File: src/rtl/video_layer_mixer.sv
// Prioritised N-layer colour-key compositor with frame-synchronous shadow config.
// Define VIDEO_MIXER_BLEND_EN to build the layer-0 averaging path.
module video_layer_mixer #(
   parameter int NUM_LAYERS = 2,
   parameter int COLOR_BITS = 4
) (
   input  logic                               clk,
   input  logic                               reset_ni,
   input  logic [NUM_LAYERS*3*COLOR_BITS-1:0] layer_rgb_i,
   input  logic                               hsync_i,
   input  logic                               vsync_i,
   input  logic                               de_i,
   input  logic                               cfg_wr_i,
   input  logic [3:0]                         cfg_addr_i,
   input  logic [31:0]                        cfg_data_i,
   output logic [COLOR_BITS-1:0]              r_o,
   output logic [COLOR_BITS-1:0]              g_o,
   output logic [COLOR_BITS-1:0]              b_o,
   output logic                               hsync_o,
   output logic                               vsync_o,
   output logic                               de_o,
   output logic                               cfg_pending_o,
   output logic [15:0]                        frame_count_o
);

   localparam int PW = 3 * COLOR_BITS;
   localparam int DW = (PW > NUM_LAYERS) ? PW : NUM_LAYERS;
   localparam logic [NUM_LAYERS-1:0] KEN_RST =
      NUM_LAYERS'((1 << (NUM_LAYERS - 1)) - 1);

   typedef logic [PW-1:0] pix_t;

   logic [NUM_LAYERS-1:0] en_sh, en_ac, en_nx;
   logic [NUM_LAYERS-1:0] ken_sh, ken_ac, ken_nx;
   pix_t                  bg_sh, bg_ac, bg_nx;
   pix_t                  key_sh [NUM_LAYERS];
   pix_t                  key_ac [NUM_LAYERS];
   pix_t                  key_nx [NUM_LAYERS];

   logic                  vsync_q;
   logic                  frame_start;
   logic                  cfg_hit;
   logic                  cfg_unused;

   logic [NUM_LAYERS-1:0] tr_nx, tr_s1;
   pix_t                  pix_s1 [NUM_LAYERS];
   pix_t                  bg_s1;
   logic                  hs_s1, vs_s1, de_s1;

   pix_t                  below, mix, blended, rgb_q;

`ifdef VIDEO_MIXER_BLEND_EN
   logic                  blend_sh, blend_ac, blend_s1;
   logic [COLOR_BITS:0]   sum;
`endif

   assign frame_start = vsync_q & ~vsync_i;
   assign cfg_hit     = cfg_wr_i &&
                        ({28'd0, cfg_addr_i} < 32'(NUM_LAYERS + 2));
   assign cfg_unused  = ^cfg_data_i[30:DW];

   always_ff @(posedge clk or negedge reset_ni) begin
      if (!reset_ni) begin
         en_sh  <= '1;
         ken_sh <= KEN_RST;
         bg_sh  <= '0;
         for (int l = 0; l < NUM_LAYERS; l++) key_sh[l] <= '0;
`ifdef VIDEO_MIXER_BLEND_EN
         blend_sh <= 1'b0;
`endif
      end else if (cfg_wr_i) begin
         if (cfg_addr_i == 4'd0) begin
            en_sh <= cfg_data_i[NUM_LAYERS-1:0];
`ifdef VIDEO_MIXER_BLEND_EN
            blend_sh <= cfg_data_i[31];
`endif
         end
         if (cfg_addr_i == 4'd1) bg_sh <= cfg_data_i[PW-1:0];
         for (int l = 0; l < NUM_LAYERS; l++) begin
            if (cfg_addr_i == 4'(l + 2)) begin
               key_sh[l] <= cfg_data_i[PW-1:0];
               ken_sh[l] <= cfg_data_i[31];
            end
         end
      end
   end

   // Active set swaps in on the vsync falling edge only.
   always_ff @(posedge clk or negedge reset_ni) begin
      if (!reset_ni) begin
         en_ac         <= '1;
         ken_ac        <= KEN_RST;
         bg_ac         <= '0;
         for (int l = 0; l < NUM_LAYERS; l++) key_ac[l] <= '0;
         vsync_q       <= 1'b1;
         frame_count_o <= '0;
         cfg_pending_o <= 1'b0;
`ifdef VIDEO_MIXER_BLEND_EN
         blend_ac <= 1'b0;
`endif
      end else begin
         vsync_q <= vsync_i;
         if (frame_start) begin
            en_ac         <= en_sh;
            ken_ac        <= ken_sh;
            bg_ac         <= bg_sh;
            for (int l = 0; l < NUM_LAYERS; l++) key_ac[l] <= key_sh[l];
            frame_count_o <= frame_count_o + 16'd1;
`ifdef VIDEO_MIXER_BLEND_EN
            blend_ac <= blend_sh;
`endif
         end
         if (cfg_hit)          cfg_pending_o <= 1'b1;
         else if (frame_start) cfg_pending_o <= 1'b0;
      end
   end

   // The pixel sampled on the apply cycle already sees the new set.
   always_comb begin
      en_nx  = frame_start ? en_sh  : en_ac;
      ken_nx = frame_start ? ken_sh : ken_ac;
      bg_nx  = frame_start ? bg_sh  : bg_ac;
      tr_nx  = '0;
      for (int l = 0; l < NUM_LAYERS; l++) begin
         key_nx[l] = frame_start ? key_sh[l] : key_ac[l];
         tr_nx[l]  = !en_nx[l] ||
                     (ken_nx[l] && layer_rgb_i[l*PW +: PW] == key_nx[l]);
      end
   end

   always_ff @(posedge clk or negedge reset_ni) begin
      if (!reset_ni) begin
         for (int l = 0; l < NUM_LAYERS; l++) pix_s1[l] <= '0;
         tr_s1 <= '1;
         bg_s1 <= '0;
         hs_s1 <= 1'b1;
         vs_s1 <= 1'b1;
         de_s1 <= 1'b0;
`ifdef VIDEO_MIXER_BLEND_EN
         blend_s1 <= 1'b0;
`endif
      end else begin
         for (int l = 0; l < NUM_LAYERS; l++)
            pix_s1[l] <= layer_rgb_i[l*PW +: PW];
         tr_s1 <= tr_nx;
         bg_s1 <= bg_nx;
         hs_s1 <= hsync_i;
         vs_s1 <= vsync_i;
         de_s1 <= de_i;
`ifdef VIDEO_MIXER_BLEND_EN
         blend_s1 <= frame_start ? blend_sh : blend_ac;
`endif
      end
   end

   always_comb begin
      below = bg_s1;
      for (int l = NUM_LAYERS - 1; l >= 1; l--)
         if (!tr_s1[l]) below = pix_s1[l];
      mix = tr_s1[0] ? below : pix_s1[0];
   end

`ifdef VIDEO_MIXER_BLEND_EN
   always_comb begin
      blended = mix;
      sum     = '0;
      if (blend_s1 && !tr_s1[0]) begin
         for (int c = 0; c < 3; c++) begin
            sum = {1'b0, pix_s1[0][c*COLOR_BITS +: COLOR_BITS]} +
                  {1'b0, below[c*COLOR_BITS +: COLOR_BITS]};
            blended[c*COLOR_BITS +: COLOR_BITS] = COLOR_BITS'(sum >> 1);
         end
      end
   end
`else
   assign blended = mix;
`endif

   always_ff @(posedge clk or negedge reset_ni) begin
      if (!reset_ni) begin
         rgb_q   <= '0;
         hsync_o <= 1'b1;
         vsync_o <= 1'b1;
         de_o    <= 1'b0;
      end else begin
         rgb_q   <= de_s1 ? blended : '0;
         hsync_o <= hs_s1;
         vsync_o <= vs_s1;
         de_o    <= de_s1;
      end
   end

   assign r_o = rgb_q[3*COLOR_BITS-1 -: COLOR_BITS];
   assign g_o = rgb_q[2*COLOR_BITS-1 -: COLOR_BITS];
   assign b_o = rgb_q[COLOR_BITS-1:0];

endmodule

File: config.mk
export PLATFORM = sky130hd
export DESIGN_NAME = video_layer_mixer
export DESIGN_NICKNAME = d
export VERILOG_FILES = /design/src/rtl/video_layer_mixer.sv
export SDC_FILE = /design/constraint.sdc
export NUM_CORES = 1
export LEC_CHECK = 0
export ABC_AREA = 0
export BUFFER_PORTS_ARGS = -buffer_cell sky130_fd_sc_hd__buf_2
export CORE_ASPECT_RATIO = 1.75
export CORE_MARGIN = 2
export CORE_UTILIZATION = 56
export CTS_CLUSTER_DIAMETER = 150
export CTS_CLUSTER_SIZE = 24
export DETAILED_ROUTE_END_ITERATION = 12
export PLACE_DENSITY_LB_ADDON = 0.08
export SLEW_MARGIN = 10
export SYNTH_ARGS = -nofsm -noshare
export SYNTH_HDL_FRONTEND = slang
export SYNTH_SLANG_ARGS = --single-unit
File: constraint.sdc
create_clock -name clk -period 2.3 [get_ports clk]
set_clock_uncertainty 0.1 [all_clocks]
set_input_delay 0.46 -clock clk [delete_from_list [all_inputs] [get_ports clk]]
set_output_delay 0.46 -clock clk [all_outputs]
set_load 0.1 [all_outputs]
==> results of run 1 <==
[cell usage in the layout (no fill, tap or decap), drive strengths merged, types with 3 or more instances in the layout]
cell / netlist / final
a2111oi: 4 / 4
buf: 13 / 90
clkbuf: 5 / 26
clkinv: 0 / 3
dfrtp: 129 / 129
dfstp: 12 / 12
inv: 11 / 11
mux2: 41 / 41
mux2i: 12 / 12
nand2: 132 / 132
nand2b: 3 / 3
nand3: 12 / 12
nor2: 3 / 3
nor3: 3 / 3
nor3b: 3 / 3
o211a: 12 / 12
o21ai: 7 / 7
o221ai: 3 / 3
o22ai: 4 / 4
xnor2: 24 / 24
xor2: 21 / 21
[flip-flops by register name, summed over array words and instances (netlist names)]
name,count
en_sh,2
pix_s1,24
en_ac,2
bg_sh,12
vsync_o,1
rgb_q,12
frame_count_o,16
vs_s1,1
ken_sh,2
key_ac,24
hsync_o,1
de_s1,1
ken_ac,2
tr_s1,2
hs_s1,1
cfg_pending_o,1
de_o,1
bg_s1,12
key_sh,24
[cells by family after synthesis]
| kind of cell | synth area share, % |
|---|---|
| AO/OA/AOI/OAI | 6.16 |
| XOR/XNOR | 6.96 |
| adder cells (fa/ha/maj) | 0.217 |
| buffers and inverters | 2.39 |
| flip-flops | 61.4 |
| multiplexers | 10.2 |
| AND/OR/NAND/NOR | 12.7 |
[metal layers]
layer / part of all wire [%] / vias up
li1: - / 1811
met1: 39 / 1897
met2: 54 / 86
met3: 3.5 / 21
met4: 2.9 / 0
met5: 0 / -
[final timing paths]
kind | startpoint | endpoint | cells after the start
hold reg to reg | hs_s1$_DFF_PN1_ | hsync_o$_DFF_PN1_ | 0
setup reg to reg | vs_s1$_DFF_PN1_ | tr_s1[1]$_DFF_PN1_ | 4
max in group asynchronous | reset_ni | ken_ac[0]$_DFF_PN1_ | 3
hold / removal | de_i | de_s1$_DFF_PN0_ | 1
min in group asynchronous | reset_ni | frame_count_o[2]$_DFFE_PN0N_ | 2
setup / recovery | vs_s1$_DFF_PN1_ | tr_s1[1]$_DFF_PN1_ | 4
[repair_timing]
item,in CTS,in global routing
hold buffers,1,0
endpoints found under the hold margin,39,0
resized for setup,0,0
[area by class of cell]
class | instances | area share (%)
Clock inverter | 6 | 0.867
Inverter | 11 | 0.596
Tap cell | 127 | 2.29
Timing Repair Buffer | 91 | 7.72
Multi-Input combinational cell | 311 | 30.1
Sequential cell | 141 | 51.2
Clock buffer | 26 | 7.21
[power breakdown]
group	leakage [uW]	internal [uW]	switching, uW
Combinational	0.00154	527	1200
Clock	0.000270	1600	956
Sequential	0.00173	2950	352
[worst max-delay path: stages (launching register included)]
cell	delay [ns]
sky130_fd_sc_hd__dfstp_2	0.39
sky130_fd_sc_hd__and2b_4	0.20
sky130_fd_sc_hd__a2111oi_0	0.82
sky130_fd_sc_hd__o21ai_0	0.27
sky130_fd_sc_hd__o41ai_2	0.25
[metrics by stage]
stage | setup slack [ns] | cell area [um^2] | std cells | power, uW | util (%)
floorplan | 0.0513 | 5770 | 481 | 4590 | -
global placement | 0.269 | 6350 | 680 | 5010 | 62.4
detailed placement | 0.190 | 6350 | 680 | 5070 | 62.4
CTS | 0.255 | 6920 | 713 | 7640 | 68.0
global route | 0.137 | 6920 | 713 | 7930 | 68.0
finish | 0.179 | 6920 | 713 | 7580 | 68.0
==> run summary, run 1 <==
In this run the core area contains 49 standard-cell rows. The number of buffers inserted to repair setup after CTS is 0. In this run the most used layer during global routing was met2. STA classifies the critical path startpoint as a flip-flop. The biggest area consumer among synthesized cells is sky130_fd_sc_hd__dfrtp_1. The number of sinks on the clock net is 141. The total count of max-transition violations in the final report is 0. The half-perimeter wire length after placement is 8830 um.

Synthesis produced a netlist whose cell count is 481. The worst path arrival time came out at 2.34 ns. Data on the critical path is required at its endpoint by 2.52 ns.

The footprint of the multi-input gates is 2090 um^2. The setup violation total in the final timing report came out at 0. Across the VDD grid, the largest voltage drop is 0.677 mV. The power density relative to cell area came out at 1090 nW/um^2. Yosys attributes the largest share of cell area to sky130_fd_sc_hd__dfrtp_1 56%, sky130_fd_sc_hd__nand2_1 8.6%, sky130_fd_sc_hd__mux2_1 5.9%. Summing over every cut layer, the via total after detailed routing is 3815. The total overflow left after global routing is 0. TritonCTS built the clock tree. In this run the standard cell core region covers 10200 um^2.

The number of detailed-routing iterations run before antenna repair came out at 4. The tightest hold margin is 0.0443 ns. The share of Yosys cell area claimed by the top area cell type came out at 56.0%. The total global routing track utilization came out at 24.3%.

The die span in y is 138 um. The insertion delay to the later sink of the worst-skew pair came out at 0.42 ns. The count of flip-flops with a built-in enable after synthesis came out at 0. STA classifies the critical path endpoint as a flip-flop. The global-route wire length before repair is 20100 um.

Compared with the post-synthesis result, the final layout area differs by 20.0%. The count of port buffers added during placement is 78. The number of warnings printed during yosys synthesis is 0. The area of the die came out at 11200 um^2. Yosys instantiated no cell more often than sky130_fd_sc_hd__nand2_1.

The count of cell types in the netlist is 50. The top fanout value on the critical path came out at 7. The via count of the first global-routing pass was 4025. The routing usage on met3 is 5.81%. The via-per-instance ratio came out at 5.35. The number of antenna diodes is 0. The sequential share of the synthesized area came out at 61.4%.

Entering global routing, the biggest net connects 48 pins. The worst slew margin relative to its limit came out at 37.6%. The number of H-tree levels is 4. The number of maximum-capacitance violations is 0.

The number of antenna violations at the first check in global routing was 0. The tree is rooted in a sky130_fd_sc_hd__clkbuf_16. In this run the register-to-register setup slack is 0.18 ns. The pin slew with the least headroom to its limit came out at 0.912 ns.

After synthesis, the mean cell area works out to 12.0 um^2. The post-layout minimum cycle time came out at 2.12 ns. The die width is 80.7 um.

During I/O placement, the number of pins put on the boundary was 98. The number of endpoints with negative hold slack in the final report is 0. The flow ran to the end, and the final reports show no timing, DRC or antenna violations. The register area is 3540 um^2. Counting instances in the post-synthesis netlist gives the leading cell types as 132 x sky130_fd_sc_hd__nand2_1, 129 x sky130_fd_sc_hd__dfrtp_1, 30 x sky130_fd_sc_hd__mux2_1. The effective utilization at floorplan is 56.7%. The met2 usage in global routing is 41.2%. The met1 usage in global routing is 28.8%. The final routed DRC violation total came out at 0. The flip-flop and latch count after synthesis came out at 141.

The proportion of register bits with asynchronous set or reset after synthesis is 100%. The count of antenna-violating nets left after detailed routing is 0. The clock input transition at the sequential cells of the worst setup and hold paths came out at 0.06 ns. The routability-driven placement congestion ratio is 0.904.

The area of the mapped netlist came out at 5770 um^2. The class of the tightest hold or removal check is in -> reg. Summed over all failing endpoints, the final setup total negative slack is 0 ns. The number of fillers in the final layout came out at 804. The routed length per placed instance came out at 16.9 um. The fmax is 471 MHz. TritonCTS created 17 clock buffers. The maximum count of clock buffers along a single path is 2. The critical path in this run is classified as reg -> reg. The synthesized net count came out at 548. At the end of the flow, the number of nets in the layout was 640.

Setup repair after global routing left no endpoint under its margin. Summed over all layers, the routed wires come to 12100 um. For this run, the leading register cell type out of synthesis is sky130_fd_sc_hd__dfrtp_1. In the final layout, the share of cells above drive strength 1 is 25.1%. The static leakage power is 0.00355 uW. The share of the clock period used by the worst path after layout is 92.2%. The number of violations reported at the end of detailed-routing iteration 0 came out at 181.
No activity file was read; power rests on OpenSTA's default activity.
==> run 2, diff against run 1 <==
CORE_ASPECT_RATIO = default   (was 1.75)
MAX_ROUTING_LAYER = met4   (was default)
==> run summary, run 2 (same netlist as run 1, synthesis figures left out) <==
The nature of the critical path startpoint is an input pin (was flip-flop). Regs by FF count: key_ac (24), key_sh (24), pix_s1 (24) (unchanged). The share of the clock period used by the worst path after layout is 90.4% (was 92.2%). The layout net count is 667 (was 640). The area of the die is 11100 um^2 (was 11200 um^2). The area of the core is 10100 um^2 (was 10200 um^2). The number of sinks on the clock net is 141 (unchanged). The final routed DRC violation total was 0 (unchanged).

The most frequent standard cell in the layout excluding fill and tap cells is sky130_fd_sc_hd__nand2_1 (unchanged). The design area was 7150 um^2 (was 6920 um^2). The die width was 105 um (was 80.7 um).

The number of buffers added by the clock tree synthesis step came out at 17 (unchanged). The insertion delay to the later sink of the worst-skew pair is 0.53 ns (was 0.42 ns). The via-per-instance ratio came out at 5.18 (was 5.35). The row count was 37 (was 49).

The worst slew margin relative to its limit came out at 66.7% (was 37.6%). The number of placed I/O pins came to 98 (unchanged). The count of port buffers added during placement is 78 (unchanged). The die span in y is 105 um (was 138 um).

The leftover overflow at the end of global routing came out at 0 (unchanged). Commonest non-fill, non-tap cells in the layout: 132 x sky130_fd_sc_hd__nand2_1, 129 x sky130_fd_sc_hd__dfrtp_1, 77 x sky130_fd_sc_hd__buf_2 (unchanged). The top fanout value on the critical path is 16 (was 7). The pin slew with the least headroom to its limit came to 0.499 ns (was 0.912 ns). The clock input transition at the sequential cells of the worst setup and hold paths came out at 0.06 ns (about the same). The effective utilization at floorplan came out at 56.9% (was 56.7%). The worst voltage drop across the vdd grid came out at 1.23 mV (was 0.677 mV). The routed length per placed instance came out at 16.4 um (was 16.9 um). The clock tree root buffer cell was sky130_fd_sc_hd__clkbuf_8 (was sky130_fd_sc_hd__clkbuf_16).

The number of endpoints with negative hold slack in the final report came out at 0 (unchanged). The number of antenna diodes came out at 0 (unchanged). The count of antenna-violating nets left after detailed routing came to 0 (unchanged). The maximum count of clock buffers along a single path was 2 (unchanged).

The worst path arrival time is 2.39 ns (was 2.34 ns). The half-perimeter wire length after placement was 8500 um (was 8830 um). The TritonCTS clock tree was yes (unchanged). The number of violations reported at the end of detailed-routing iteration 0 was 207 (was 181). The static leakage power came to 0.00365 uW (was 0.00355 uW). The total count of max-transition violations in the final report came out at 0 (unchanged).

Result of the run: finished, final reports clean (unchanged). The number of buffers inserted to repair setup after CTS came out at 0 (unchanged). The number of maximum-capacitance violations came out at 0 (unchanged). The critical path class is in -> reg (was reg -> reg). Setup repair after global routing missed its margin: false (unchanged). The post-layout minimum cycle time is 2.08 ns (was 2.12 ns). The total global routing track utilization was 25.1% (was 24.3%).

The signed area change from the synthesized netlist to the final layout came out at 24.0% (was 20.0%). The quantity of gates resized following cts was 0 (unchanged). The area of placed instances came out at 6370 um^2 (was 6350 um^2).

The required time of the critical path was 2.61 ns (was 2.52 ns). The via count of the first global-routing pass is 3986 (was 4025). The total negative slack for setup checks was 0 ns (unchanged). The number of antenna violations at the first check in global routing came to 0 (unchanged). The total wire length after detailed routing is 12200 um (was 12100 um). The maximum number of pins on one net before global-route repair came out at 57 (was 48).

The routability-driven placement congestion ratio came out at 0.872 (was 0.904). The via total after detailed routing is 3873 (was 3815). The global-route wire length before repair was 20400 um (was 20100 um).

The element type at the critical path end is a flip-flop (unchanged). The number of H-tree levels came out at 4 (unchanged). The sum of internal, switching and leakage power is 7410 uW (was 7580 uW). The setup violation total in the final timing report is 0 (unchanged). The class of the tightest hold or removal check is in -> reg (unchanged). The fraction of layout cells with a size suffix above 1 is 24.3% (was 25.1%). The power density relative to cell area came out at 1040 nW/um^2 (was 1090 nW/um^2). The fmax is 481 MHz (was 471 MHz). The number of detailed-routing iterations run before antenna repair came out at 4 (unchanged).
run 2: layout make-up:
| type | count | area, um^2 |
|---|---|---|
| clock buffer | 23 | 467 |
| sequential | 141 | 3540 |
| fill | 766 | 2990 |
| inverter | 11 | 41.3 |
| tap | 136 | 170 |
| clock inverter | 8 | 42.5 |
| timing repair buffer | 118 | 802 |
| multi-input combinational | 311 | 2090 |
run 2: report_power, final:
part           switching (uW)  leakage (uW)  internal (uW)  total (uW)
Combinational            1200       0.00166            557        1760
Sequential                353       0.00173           2950        3300
Clock                     954      0.000257           1390        2340
run 2: worst paths after layout:
path | start | to | slack [ns] | cells past startpoint
worst max-delay path | vsync_i | frame_count_o[13]$_DFFE_PN0N_ | 0.22 | 7
worst min-delay path | layer_rgb_i[20] | pix_s1[8]$_DFF_PN0_ | 0.03 | 1
worst max register to register | vs_s1$_DFF_PN1_ | frame_count_o[13]$_DFFE_PN0N_ | 0.34 | 5
worst min register to register | hs_s1$_DFF_PN1_ | hsync_o$_DFF_PN1_ | 0.25 | 0
max in group asynchronous | reset_ni | vs_s1$_DFF_PN1_ | 1.08 | 3
min in group asynchronous | reset_ni | key_sh[5]$_DFFE_PN0P_ | 0.32 | 2
run 2: stage by stage:
step | hold slack (ns) | std cells | setup WS [ns] | util [%]
3_3_place_gp | 0.246 | 690 | 0.263 | 62.9
6_report | 0.0256 | 748 | 0.221 | 70.6
3_5_place_dp | 0.247 | 690 | 0.227 | 62.9
2_1_floorplan | 0.0644 | 481 | 0.0513 | -
5_1_grt | 0.00203 | 748 | 0.0124 | 70.6
4_1_cts | 0.00144 | 748 | 0.230 | 70.6
run 2: routing by layer:
layer	share of wire, %	routed length, um	GRT usage [%]	vias to the layer above
li1	-	-	-	1854
met5	0	0	-	-
met1	46	5590	32.5	1901
met4	2.4	297	10.5	0
met2	47	5770	38.5	94
met3	4.7	575	5.81	24
run 2: worst max-delay path, cell delays in order:
cell and delay [ns]:
sky130_fd_sc_hd__dlygate4sd3_1 0.53, sky130_fd_sc_hd__buf_2 0.13, sky130_fd_sc_hd__and2b_4 0.38, sky130_fd_sc_hd__and4_1 0.31
sky130_fd_sc_hd__nor3b_2 0.31, sky130_fd_sc_hd__nand3_1 0.14, sky130_fd_sc_hd__xnor2_1 0.14
run 2: what timing repair did:
| item | in CTS | in global routing |
|---|---|---|
| hold buffers | 27 | 0 |
| endpoints found under the hold margin | 65 | 0 |
| endpoints found under the setup margin | 0 | 0 |
